===== config.mk =====
export PLATFORM = sky130hd
export DESIGN_NAME = wallace_mult4
export DESIGN_NICKNAME = d
export VERILOG_FILES = /design/src/rtl/wallace_mult4.sv
export SDC_FILE = /design/constraint.sdc
export NUM_CORES = 1
export LEC_CHECK = 0
export ABC_CLOCK_PERIOD_IN_PS = 3600
export BUFFER_PORTS_ARGS = -buffer_cell sky130_fd_sc_hd__buf_4
export CAP_MARGIN = 40
export CORE_MARGIN = 2
export CORE_UTILIZATION = 44
export CTS_CLUSTER_SIZE = 14
export DETAILED_ROUTE_END_ITERATION = 16
export GPL_TIMING_DRIVEN = 0
export PLACE_DENSITY = 0.85
export SYNTH_ARGS = -nofsm -noshare
export SYNTH_HDL_FRONTEND = slang
export SYNTH_HIERARCHICAL = 1
export SYNTH_SLANG_ARGS = --single-unit

===== constraint.sdc =====
create_clock -name clk -period 3.6 [get_ports clk]
set_input_delay 0.54 -clock clk [delete_from_list [all_inputs] [get_ports clk]]
set_output_delay 0.54 -clock clk [all_outputs]
set_load 0.01 [all_outputs]

===== src/rtl/wallace_mult4.sv =====
// wallace_mult4 - 4x4 unsigned multiplier built as an explicit Wallace tree,
// with one registered output stage. The result appears one cycle after the
// operands are captured.
//
// Ports:
//   clk        system clock; all state updates on the rising edge
//   rst        synchronous, active-high reset (priority over in_valid)
//   in_valid   qualifies a/b for capture this cycle
//   A, B       4-bit unsigned operands
//   prod       registered 8-bit unsigned product A*B
//   out_valid  high for one cycle when prod holds a fresh product
//
// Handshake: there is no backpressure. in_valid=1 at edge N produces
// out_valid=1 with the matching prod after edge N. A cycle with in_valid=0
// leaves prod unchanged and drops out_valid. One product per cycle is
// accepted with no bubbles.
//
// Reduction map (column weight in brackets, pp[i][j] = A[j] & B[i]):
//   stage 1: fa1 [2] pp02 pp11 pp20      -> s1[2]  c1[3]
//            fa2 [3] pp03 pp12 pp21      -> s2[3]  c2[4]
//            fa3 [4] pp13 pp22 pp31      -> s3[4]  c3[5]
//   stage 2: fa4 [3] pp30 s2 c1          -> s4[3]  c4[4]
//            fa5 [5] pp23 pp32 c3        -> s5[5]  c5[6]
//   stage 3: fa6 [4] s3 c2 c4            -> s6[4]  c6[5]
// After stage 3 every column holds at most two bits; a ripple-carry adder
// over columns 1..6 finishes the sum and its carry out becomes prod[7].
module wallace_mult4 (
  input  logic       clk,
  input  logic       rst,
  input  logic       in_valid,
  input  logic [3:0] A,
  input  logic [3:0] B,
  output logic [7:0] prod,
  output logic       out_valid
);

  // Partial products: pp[i][j] has weight i+j.
  logic [3:0] pp [4];

  for (genvar i = 0; i < 4; i++) begin : g_pp_row
    for (genvar j = 0; j < 4; j++) begin : g_pp_col
      assign pp[i][j] = A[j] & B[i];
    end
  end

  // Wallace reduction cells.
  logic s1, c1, s2, c2, s3, c3;
  logic s4, c4, s5, c5, s6, c6;

  // Stage 1
  wallace_fa u_fa1 (.a(pp[0][2]), .b(pp[1][1]), .cin(pp[2][0]), .s(s1), .cout(c1));
  wallace_fa u_fa2 (.a(pp[0][3]), .b(pp[1][2]), .cin(pp[2][1]), .s(s2), .cout(c2));
  wallace_fa u_fa3 (.a(pp[1][3]), .b(pp[2][2]), .cin(pp[3][1]), .s(s3), .cout(c3));

  // Stage 2
  wallace_fa u_fa4 (.a(pp[3][0]), .b(s2),       .cin(c1),       .s(s4), .cout(c4));
  wallace_fa u_fa5 (.a(pp[2][3]), .b(pp[3][2]), .cin(c3),       .s(s5), .cout(c5));

  // Stage 3
  wallace_fa u_fa6 (.a(s3),       .b(c2),       .cin(c4),       .s(s6), .cout(c6));

  // Two remaining rows for columns 2..6; empty slots are tied low.
  logic [6:2] row0;
  logic [6:2] row1;

  assign row0 = {pp[3][3], s5, s6, s4, s1};
  assign row1 = {c5, c6, 1'b0, 1'b0, 1'b0};

  // Final ripple-carry adder. Column 1 has no incoming carry, so a half
  // adder is enough there; cy[k] is the carry into column k.
  logic [7:0] sum;
  logic [7:2] cy;

  assign sum[0] = pp[0][0];

  wallace_ha u_rca1 (.a(pp[0][1]), .b(pp[1][0]), .s(sum[1]), .c(cy[2]));

  for (genvar k = 2; k < 7; k++) begin : g_rca
    wallace_fa u_rca (
      .a   (row0[k]),
      .b   (row1[k]),
      .cin (cy[k]),
      .s   (sum[k]),
      .cout(cy[k+1])
    );
  end

  // The carry out of column 6 is the product MSB; 15*15 = 225 fits exactly.
  assign sum[7] = cy[7];

  // Output register. prod is only loaded on a valid cycle, so operands that
  // are junk while in_valid=0 never reach it.
  always_ff @(posedge clk) begin
    if (rst) begin
      prod      <= 8'h00;
      out_valid <= 1'b0;
    end else begin
      out_valid <= in_valid;
      if (in_valid) begin
        prod <= sum;
      end
    end
  end

endmodule

// Full adder cell (3:2 compressor).
module wallace_fa (
  input  logic a,
  input  logic b,
  input  logic cin,
  output logic s,
  output logic cout
);
  assign s    = a ^ b ^ cin;
  assign cout = (a & b) | (a & cin) | (b & cin);
endmodule

// Half adder cell (2:2 compressor).
module wallace_ha (
  input  logic a,
  input  logic b,
  output logic s,
  output logic c
);
  assign s = a ^ b;
  assign c = a & b;
endmodule


### Yosys cells after proc, flatten, opt, wreduce, memory -nomap -nowiden

Index checks and enable logic that the tools add are counted.

| word-level totals | value |
|---|---|
| output and inout bits | 9 |
| logic and storage cells | 82 |
| input port bits | 11 |
| flip-flop bits (word level) | 9 |

| cells by class | value |
|---|---|
| bitwise logic cells | 80 |

Operators by type and width:

| cell | number |
|---|---|
| $and A1 B1 Y1 | 44 |
| $xor A1 B1 Y1 | 20 |
| $or A1 B1 Y1 | 16 |

### Longest topological paths before layout

Gate-level depths: netlist of run 1.

| depth | value |
|---|---|
| word-level depth | 16 |
| gate-level depth with buffers | 9 |
| depth with buffers taken out | 9 |

### Modules after synthesis

The synthesis of run 1 kept the hierarchy.

Modules (own cells, without submodules):

| module | sequential area each (sq um) | area each (sq um) | instances | cells an instance |
|---|---|---|---|---|
| wallace_mult4 | 180.2 | 424.2 | 1 | 45 |
| wallace_fa | 0.0 | 20.0 | 11 | 1 |
| wallace_ha | 0.0 | 12.5 | 1 | 1 |

### Worst setup path before layout of run 1

Ideal clock, no wire load.

| timing path | value |
|---|---|
| path kind | input to register |
| start point | input port A[3] |
| end point | register prod[6] |
| data required time | 3482 ps |
| stages on the path | 9 |
| library setup time | 118 ps |
| path buffers | 0 |
| data arrival time | 3483 ps |
| setup slack | -1 ps |
| path through | and2_1 -> fa_1 -> fa_1 -> fa_1 -> fa_1 -> fa_1 -> fa_1 -> mux2i_1 -> nor2_1 |

| on the way | value |
|---|---|
| elaborated cells between the ends (all ways) | 45 |
| classes of those cells | 45 x bitwise |

RTL lines:

| what | line | source |
|---|---|---|
| start, declared | 31 | `input logic [3:0] A,` |
| $and A1 B1 Y1 * | 42 | `assign pp[i][j] = A[j] & B[i];` |
| $xor A1 B1 Y1 * (2 in series) | 115 | `assign s = a ^ b ^ cin;` |
| via s2 | 47 | `logic s1, c1, s2, c2, s3, c3;` |
| $xor A1 B1 Y1 * (2 in series) | 115 |  |
| via s4 | 48 | `logic s4, c4, s5, c5, s6, c6;` |
| $and A1 B1 Y1 * | 116 | `assign cout = (a & b) \| (a & cin) \| (b & cin);` |
| via cy, one bit | 72 | `logic [7:2] cy;` |
| $and A1 B1 Y1 * | 116 |  |
| via cy, one bit | 72 |  |
| $and A1 B1 Y1 | 116 |  |
| $or A1 B1 Y1 | 116 |  |
| $or A1 B1 Y1 * | 116 |  |
| via cy, one bit | 72 |  |
| $xor A1 B1 Y1 * | 115 |  |
| via sum[6] | 71 | `logic [7:0] sum;` |
| end signal, assigned | 100 | `prod <= sum;` |
| end, declared | 33 | `output logic [7:0] prod,` |

The timed path passes the listed nets; every way through them passes the cells marked *.
A chain may end at the register's enable or synchronous reset.

==> results of run 1 <==
## metal layers
metal,track usage,up-vias
met5,0,-
met4,0.0375,0
met3,0.0647,2
met2,0.267,14
met1,0.137,219
li1,-,224
## how the worst max path moves through the flow
stage | start | endpoint
2_1_floorplan | A[3] | prod[6]
3_3_place_gp | A[3] | prod[6]
3_5_place_dp | A[3] | prod[6]
4_1_cts | A[3] | prod[6]
5_1_grt | A[3] | prod[6]
6_report | A[3] | prod[6]
## report_power, final
part | switching [mW] | internal [mW]
Sequential | 0.00694 | 0.113
Combinational | 0.0546 | 0.0634
Clock | 0.0333 | 0.0426
## logic make-up (layout without fill, tap and decap cells)
kind of cell,count (synthesis),after routing,share of synthesized area
simple gates,25,25,0.221
fa+ha+maj,12,12,0.354
flops,9,9,0.274
mux,7,7,0.107
buf+inv,2,23,0.0248
other cells,1,3,0.00571
compound gates,1,1,0.0133
## area by class of cell
type / count / area (um^2) / area share
plain buffers: 2 / 16.3 / 0.0193
clock buffers: 4 / 26.3 / 0.0312
multi-input cells: 48 / 473 / 0.562
flip-flops and latches: 9 / 180 / 0.214
well taps: 15 / 18.8 / 0.0223
repair buffers: 17 / 128 / 0.152
## flip-flops by register name (all words and copies together) (netlist names)
name / cells
out_valid: 1
prod: 8
## critical path, delay by kind of cell
| kind | cells | cell delay [ns] |
|---|---|---|
| simple gates | 2 | 0.21 |
| buf+inv | 1 | 0.12 |
| fa+ha+maj | 6 | 2.56 |
| mux | 1 | 0.15 |
## cell usage after synthesis
library cell  number  area share
fa_1              11        0.34
mux2i_1            7        0.11
a21oi_2            1       0.013
dfxtp_1            9        0.27
ha_1               1       0.019
conb_1             1      0.0057
buf_6              1       0.017
nor2b_1            1      0.0095
nand2b_4           1       0.021
and2_1            15        0.14
clkbuf_2           1      0.0076
nor2_1             7       0.040
nand3_1            1      0.0076
==> metrics, run 1 <==
status completed; post-synthesis cell count 57; Met2 Wirelength 597 um; fin nets 104; crit path kind in -> reg; first-pass GRT wire length 1910 um; Design Power 314 uW; Max FO, Critical Path 4; Highest Clock Rate 0.289 GHz; Worst EP required 3.74 ns; Initial Utilization 0.487; drc violations 0; Mapped Area 657 um^2; worst setup margin 0.145 ns; Clk Latency, worst-skew pair 0.26 ns; fraction of layout instances using a drive strength above 1 0.325; HP Class reg -> reg; CTS tree yes; Layout fillers 117; final core utilization 0.624; postcts setup bufs 0; fin crit share 0.960; met1 WL 437 um; R2R Setup Slk 2.98 ns; Reg-to-Reg Start prod[0]; setup TNS 0 ns; VDD IR max 0.304 mV; min-delay src prod[5]; final hold slack 0.495 ns; register area share after synthesis 0.274; n_diodes 0; final setup fails 0; Hold EP prod[5]; Syn. warnings 6; die height 42.6 um; Worst-path clk slew 0.06 ns; cell mode on critical path fa_1; DR iter-0 viols 6; CTS-repair resized insts 0; unrepaired setup endpoints after global routing no; Congestion Overflow GR 0; top routing layer used met4; clock sinks 9; Yosys reg bits 9; # port buffers 17; Overall Global Routing Usage 0.142; Final Cell Area 842 um^2; vias per std cell 4.83; hold_buf cts 0; Pre-antenna DRT Iters 3; area of the die 1820 um^2; Leak 0.406 nW; pre-CTS setup slack -0.232 ns; cell count of the worst hold path 2; synthesis-to-finish area growth 28.2%; vias in the first global route 473; routability cong. 0.792; DR WL met3 63 um; CTS buffer count 3; Placed Cells 91; post-route ant nets 0; pin count of the biggest net entering global routing 11; Netlist cell types 13; htree depth 1; FF-to-FF path depth 2; Final Critical Period 3.45 ns; reg2reg end prod[0]; DP Area 811 um^2; die span in x 42.6 um; CTS Root Cell clkbuf_4; worst-path cell chain buf_4 > and2_1 > fa_1 > fa_1 > fa_2 > fa_2 > fa_1 > fa_1 > mux2i_1 > nor2_1; Max-Cap Viols 0; row count 13; routed vias 459; Setup crit end kind register; Worst Path Arrival 3.60 ns; initial antenna violation count 0; core area 1350 um^2; final cell count without fillers 95; Final Hold Vio Count 0; most frequent cells in the layout buf_4 (17), and2_1 (15), fa_1 (9), dfxtp_1 (9); drt total wl 1110 um; PwrDens 372 nW/um^2; Ports 20; Worst setup SP type input pin; Detail Placement HPWL 947 um; most common cell after layout, fill and taps aside buf_4; slowest cell delay on critical path 0.55 ns; syn avg cell area 11.5 um^2; Slew Viols, Final 0; skew final 0 ns; wire per inst 11.6 um; Max clock buf depth 2; Worst path slowest cell fa_1
Note: power is estimated with default switching activity, not from simulation.
==> run 2: changes to the inputs <==
GPL_TIMING_DRIVEN = default   (was 0)
==> run 2 against run 1 <==
Critical path depth is the same. Via count grew 4.1%. Core utilization grew 2.5 points. Routed wire length grew 0.90%. Clock skew is the same. Clock power grew 2%. First-iteration DRC count shrank 100%. Combinational power is essentially flat. Setup slack lost 0.0093 ns. Non-clock buffer count grew 5. Count of clock-buffer cells in the layout is the same. Largest cell class unchanged. Largest power group is now combinational logic. Highest routed layer is now met3.
==> metrics, run 2 (synthesis gave the netlist of run 1 again) <==
die span in x 42.6 um (unchanged); Pre-antenna DRT Iters 1 (was 3); CTS tree yes (unchanged); Max-Cap Viols 0 (unchanged); routability cong. 0.786 (was 0.792); Sw Share 0.302 (about the same); core area 1350 um^2 (unchanged); final hold slack 0.479 ns (was 0.495 ns); setup TNS 0 ns (unchanged); DR WL met3 67 um (was 63 um); PwrDens 361 nW/um^2 (was 372 nW/um^2); register bank with the most flops prod (unchanged); Final Cell Area 876 um^2 (was 842 um^2); Placed Cells 96 (was 91); status completed (unchanged); CTS buffer count 3 (unchanged); Worst-path clk slew 0.06 ns (about the same); # port buffers 19 (was 17); clock sinks 9 (unchanged); max reg flops 8 (unchanged); Highest Clock Rate 0.289 GHz (about the same); Slew Viols, Final 0 (unchanged); routed vias 478 (was 459); Worst Path Arrival 3.62 ns (was 3.60 ns); Worst setup SP type input pin (unchanged); first-pass GRT wire length 2070 um (was 1910 um); unrepaired setup endpoints after global routing no (unchanged); Critical Path Start A[3] (unchanged); vias per std cell 4.78 (was 4.83); Max clock buf depth 2 (unchanged); drc violations 0 (unchanged); crit path kind in -> reg (unchanged); min-delay src prod[0] (was prod[5]); Flop pwr share 0.376 (was 0.382); synthesis-to-finish area growth 33.3% (was 28.2%); Met2 Wirelength 608 um (was 597 um); pin count of the biggest net entering global routing 11 (unchanged); n_diodes 0 (unchanged); Int Pwr 221 uW (was 219 uW); Max FO, Critical Path 2 (was 4); Clk Latency, worst-skew pair 0.26 ns (about the same); row count 13 (unchanged); most common cell after layout, fill and taps aside buf_4 (unchanged); top routing layer used met3 (was met4); most frequent cells in the layout buf_4 (24), and2_1 (15), fa_1 (10) (was buf_4 (17), and2_1 (15), fa_1 (9), dfxtp_1 (9)); htree depth 1 (unchanged); DP Area 847 um^2 (was 811 um^2); DR iter-0 viols 0 (was 6); Logic pwr share 0.380 (was 0.376); fin nets 109 (was 104); vias in the first global route 532 (was 473); Reg-to-Reg Start prod[7] (was prod[0]); final setup fails 0 (unchanged); HP Class reg -> reg (unchanged); CTS Root Cell clkbuf_4 (unchanged); post-route ant nets 0 (unchanged); Leak 0.430 nW (was 0.406 nW); Ports 20 (unchanged); Worst EP required 3.75 ns (was 3.74 ns); wire per inst 11.2 um (was 11.6 um); met1 WL 439 um (was 437 um); clock share of power 0.244 (was 0.242); final cell count without fillers 100 (was 95); drt total wl 1120 um (was 1110 um); area of the die 1820 um^2 (unchanged); Final Hold Vio Count 0 (unchanged); Final Critical Period 3.46 ns (was 3.45 ns); fin crit share 0.962 (was 0.960); Initial Utilization 0.487 (unchanged); Regs by FF count prod: 8 flops, out_valid: 1 flops (unchanged); Overall Global Routing Usage 0.151 (was 0.142); skew final 0 ns (unchanged); Setup crit end kind register (unchanged); Congestion Overflow GR 0 (unchanged); Net Sw Power 95.5 uW (was 94.8 uW); die height 42.6 um (unchanged); VDD IR max 0.347 mV (was 0.304 mV); initial antenna violation count 0 (unchanged); fraction of layout instances using a drive strength above 1 0.353 (was 0.325); final core utilization 0.649 (was 0.624)
-- run 2: cell types whose count changed in the layout (fill, tap and decap cells not counted), sizes merged --
cell    delta
buf        +6
clkbuf     -1
-- run 2: power groups by stage --
stage | sequential [mW] | combinational (mW) | clock, mW
after global placement | 0.121 | 0.118 | 0
after global routing | 0.121 | 0.138 | 0.0863
after CTS | 0.119 | 0.123 | 0.0804
after detailed placement | 0.121 | 0.123 | 0
after floorplan | 0.127 | 0.0689 | 0
final | 0.119 | 0.120 | 0.0771
-- run 2: stage by stage --
stage	total power [mW]	setup WS, ns
global placement	0.239	-0.165
detailed placement	0.244	-0.192
CTS	0.323	0.0842
floorplan	0.196	0.0204
global route	0.345	0.0188
finish	0.316	0.136
-- run 2: path summary, 6_finish.rpt --
check             to  slack [ns]  cells after the start
min          prod[0]        0.48                      2
max          prod[6]        0.14                     10
max reg2reg  prod[7]        2.99                      2
min reg2reg  prod[0]        0.48                      2
-- run 2: per-layer routing --
layer / vias to the layer above / global-route usage
met5: - / 0
met4: 0 / 0.0188
met3: 0 / 0.0647
met2: 14 / 0.267
met1: 233 / 0.171
li1: 231 / -
-- run 2: critical path: stages --
cell and delay, ns:
buf_4 0.11, and2_1 0.16, fa_1 0.48, fa_1 0.39
fa_1 0.47, fa_1 0.44, fa_1 0.38, fa_1 0.44
mux2i_1 0.14, nor2_1 0.05
-- run 2: cell type report --
cell class / count / area (um^2)
sequential: 9 / 180
fill: 112 / 474
timing repair buffer: 24 / 180
clock buffer: 4 / 26.3
tap: 15 / 18.8
multi-input combinational: 48 / 470
-- run 2: repair_timing --
item                       4_1_cts  5_1_grt
hold buffers                     0        0
setup endpoints to repair        0        1
setup buffers                    0        0
resized for setup                0        1
==> run 3: changes to the inputs <==
REMOVE_ABC_BUFFERS = 1   (was default)
==> run 3 against run 2 <==
Maximum frequency is 1.1% lower. Critical path depth stayed put. Final area stayed put. Global-route usage is 2.3 points higher. Sequential power hardly changed. Sequential share of layout area stayed put. Routed wire length is 18% higher. Highest routed layer is now met4. Via count is 0.42% higher. First-iteration DRC count is 2 higher. Sequential cell count stayed put.
==> metrics, run 3 (synthesis gave the netlist of run 1 again) <==
status completed (unchanged); CTS Root Cell clkbuf_4 (unchanged); row count 13 (unchanged); core area 1350 um^2 (unchanged); register bank with the most flops prod (unchanged); first-pass GRT wire length 2210 um (was 2070 um); postcts setup bufs 0 (unchanged); pin count of the biggest net entering global routing 11 (unchanged); drc violations 0 (unchanged); worst setup margin 0.0971 ns (was 0.136 ns); skew final 0 ns (unchanged); n_diodes 0 (unchanged); unrepaired setup endpoints after global routing no (unchanged); Pre-antenna DRT Iters 2 (was 1); # port buffers 19 (unchanged); final cell count without fillers 100 (unchanged); routability cong. 0.836 (was 0.786); cell count of the worst hold path 2 (unchanged); worst-path cell chain buf_4 > and2_1 > fa_1 > fa_1 > fa_1 > fa_1 > fa_1 > fa_1 > mux2i_1 > nor2_1 (unchanged); Final Cell Area 876 um^2 (unchanged); vias in the first global route 519 (was 532); htree depth 1 (unchanged); area of the multi-input gates 470 um^2 (unchanged); Max FO, Critical Path 2 (unchanged); Final Critical Period 3.50 ns (was 3.46 ns); pre-CTS setup slack -0.251 ns (was -0.192 ns); drt total wl 1320 um (was 1120 um); Setup crit end kind register (unchanged); synthesis-to-finish area growth 33.3% (unchanged); routed vias 480 (was 478); area of the die 1820 um^2 (unchanged); Congestion Overflow GR 0 (unchanged); final hold slack 0.483 ns (was 0.479 ns); Max clock buf depth 2 (unchanged); Design Power 322 uW (was 316 uW); fin nets 109 (unchanged); CTS buffer count 3 (unchanged); Initial Utilization 0.487 (unchanged); final setup fails 0 (unchanged); Overall Global Routing Usage 0.174 (was 0.151); Ports 20 (unchanged); Worst path slowest cell fa_1 (unchanged); vias per std cell 4.80 (was 4.78); DP Area 847 um^2 (unchanged); Leak 0.430 nW (about the same); Max-Cap Viols 0 (unchanged); Slew Viols, Final 0 (unchanged); Highest Clock Rate 0.285 GHz (was 0.289 GHz); post-route ant nets 0 (unchanged); die height 42.6 um (unchanged); most frequent cells in the layout buf_4 (24), and2_1 (15), fa_1 (10) (unchanged); VDD IR max 0.249 mV (was 0.347 mV); PwrDens 367 nW/um^2 (was 361 nW/um^2); initial antenna violation count 0 (unchanged); clock sinks 9 (unchanged); max reg flops 8 (unchanged); most common cell after layout, fill and taps aside buf_4 (unchanged); Worst Path Arrival 3.66 ns (was 3.62 ns); sequential cell area 180 um^2 (unchanged); fin crit share 0.973 (was 0.962); Final Hold Vio Count 0 (unchanged); Regs by FF count prod: 8 flops, out_valid: 1 flops (unchanged); Clk Latency, worst-skew pair 0.26 ns (about the same); fraction of layout instances using a drive strength above 1 0.353 (unchanged); cell mode on critical path fa_1 (unchanged); Placed Cells 96 (unchanged); CTS tree yes (unchanged); slowest cell delay on critical path 0.50 ns (was 0.48 ns); Layout fillers 129 (was 112); FF-to-FF path depth 2 (unchanged); die span in x 42.6 um (unchanged); Worst setup SP type input pin (unchanged); Detail Placement HPWL 1110 um; DR iter-0 viols 2 (was 0); HP Class reg -> reg (unchanged); Worst-path clk slew 0.06 ns (about the same); Worst EP required 3.76 ns (was 3.75 ns); wire per inst 13.2 um (was 11.2 um); hold_buf cts 0 (unchanged); crit path kind in -> reg (unchanged)
run 3: timing repair:
item / in CTS / in global routing
setup endpoints to repair: 0 / 1
hold endpoints to repair: 0 / 0
gates resized for setup: 0 / 1
run 3: final timing paths:
kind / from / endpoint / slack (ns)
worst max-delay path: A[3] / prod[6] / 0.1
worst min register to register: prod[0] / prod[0] / 0.48
worst max register to register: prod[7] / prod[7] / 2.99
worst min-delay path: prod[0] / prod[0] / 0.48
run 3: per-layer routing:
metal	vias to the layer above	GRT usage	part of all wire
met2	14	0.300	0.56
li1	232	-	-
met3	4	0.0776	0.053
met5	-	0	0
met4	0	0.0750	0.016
met1	230	0.178	0.37
run 3: area by class of cell:
cell class                 count  area share
timing repair buffer          24       0.206
tap                           15      0.0214
sequential                     9       0.206
multi-input combinational     48       0.537
clock buffer                   4      0.0300
run 3: critical path: cells and delay by family:
kind / cells / cell delay, ns
buf+inv: 1 / 0.11
simple gates: 2 / 0.21
fa+ha+maj: 6 / 2.65
mux: 1 / 0.14
run 3: where the power goes:
group	leakage [nW]	internal (mW)	total [mW]	switching, mW
Combinational	0.341	0.0674	0.125	0.0575
Clock	0.0150	0.0426	0.0768	0.0342
Sequential	0.0741	0.113	0.120	0.00724
run 3: metrics by stage:
step | util | TNS (ns)
global route | 0.649 | 0
floorplan | - | 0
detailed placement | 0.627 | -0.424
global placement | 0.627 | -0.226
CTS | 0.647 | 0
finish | 0.649 | 0
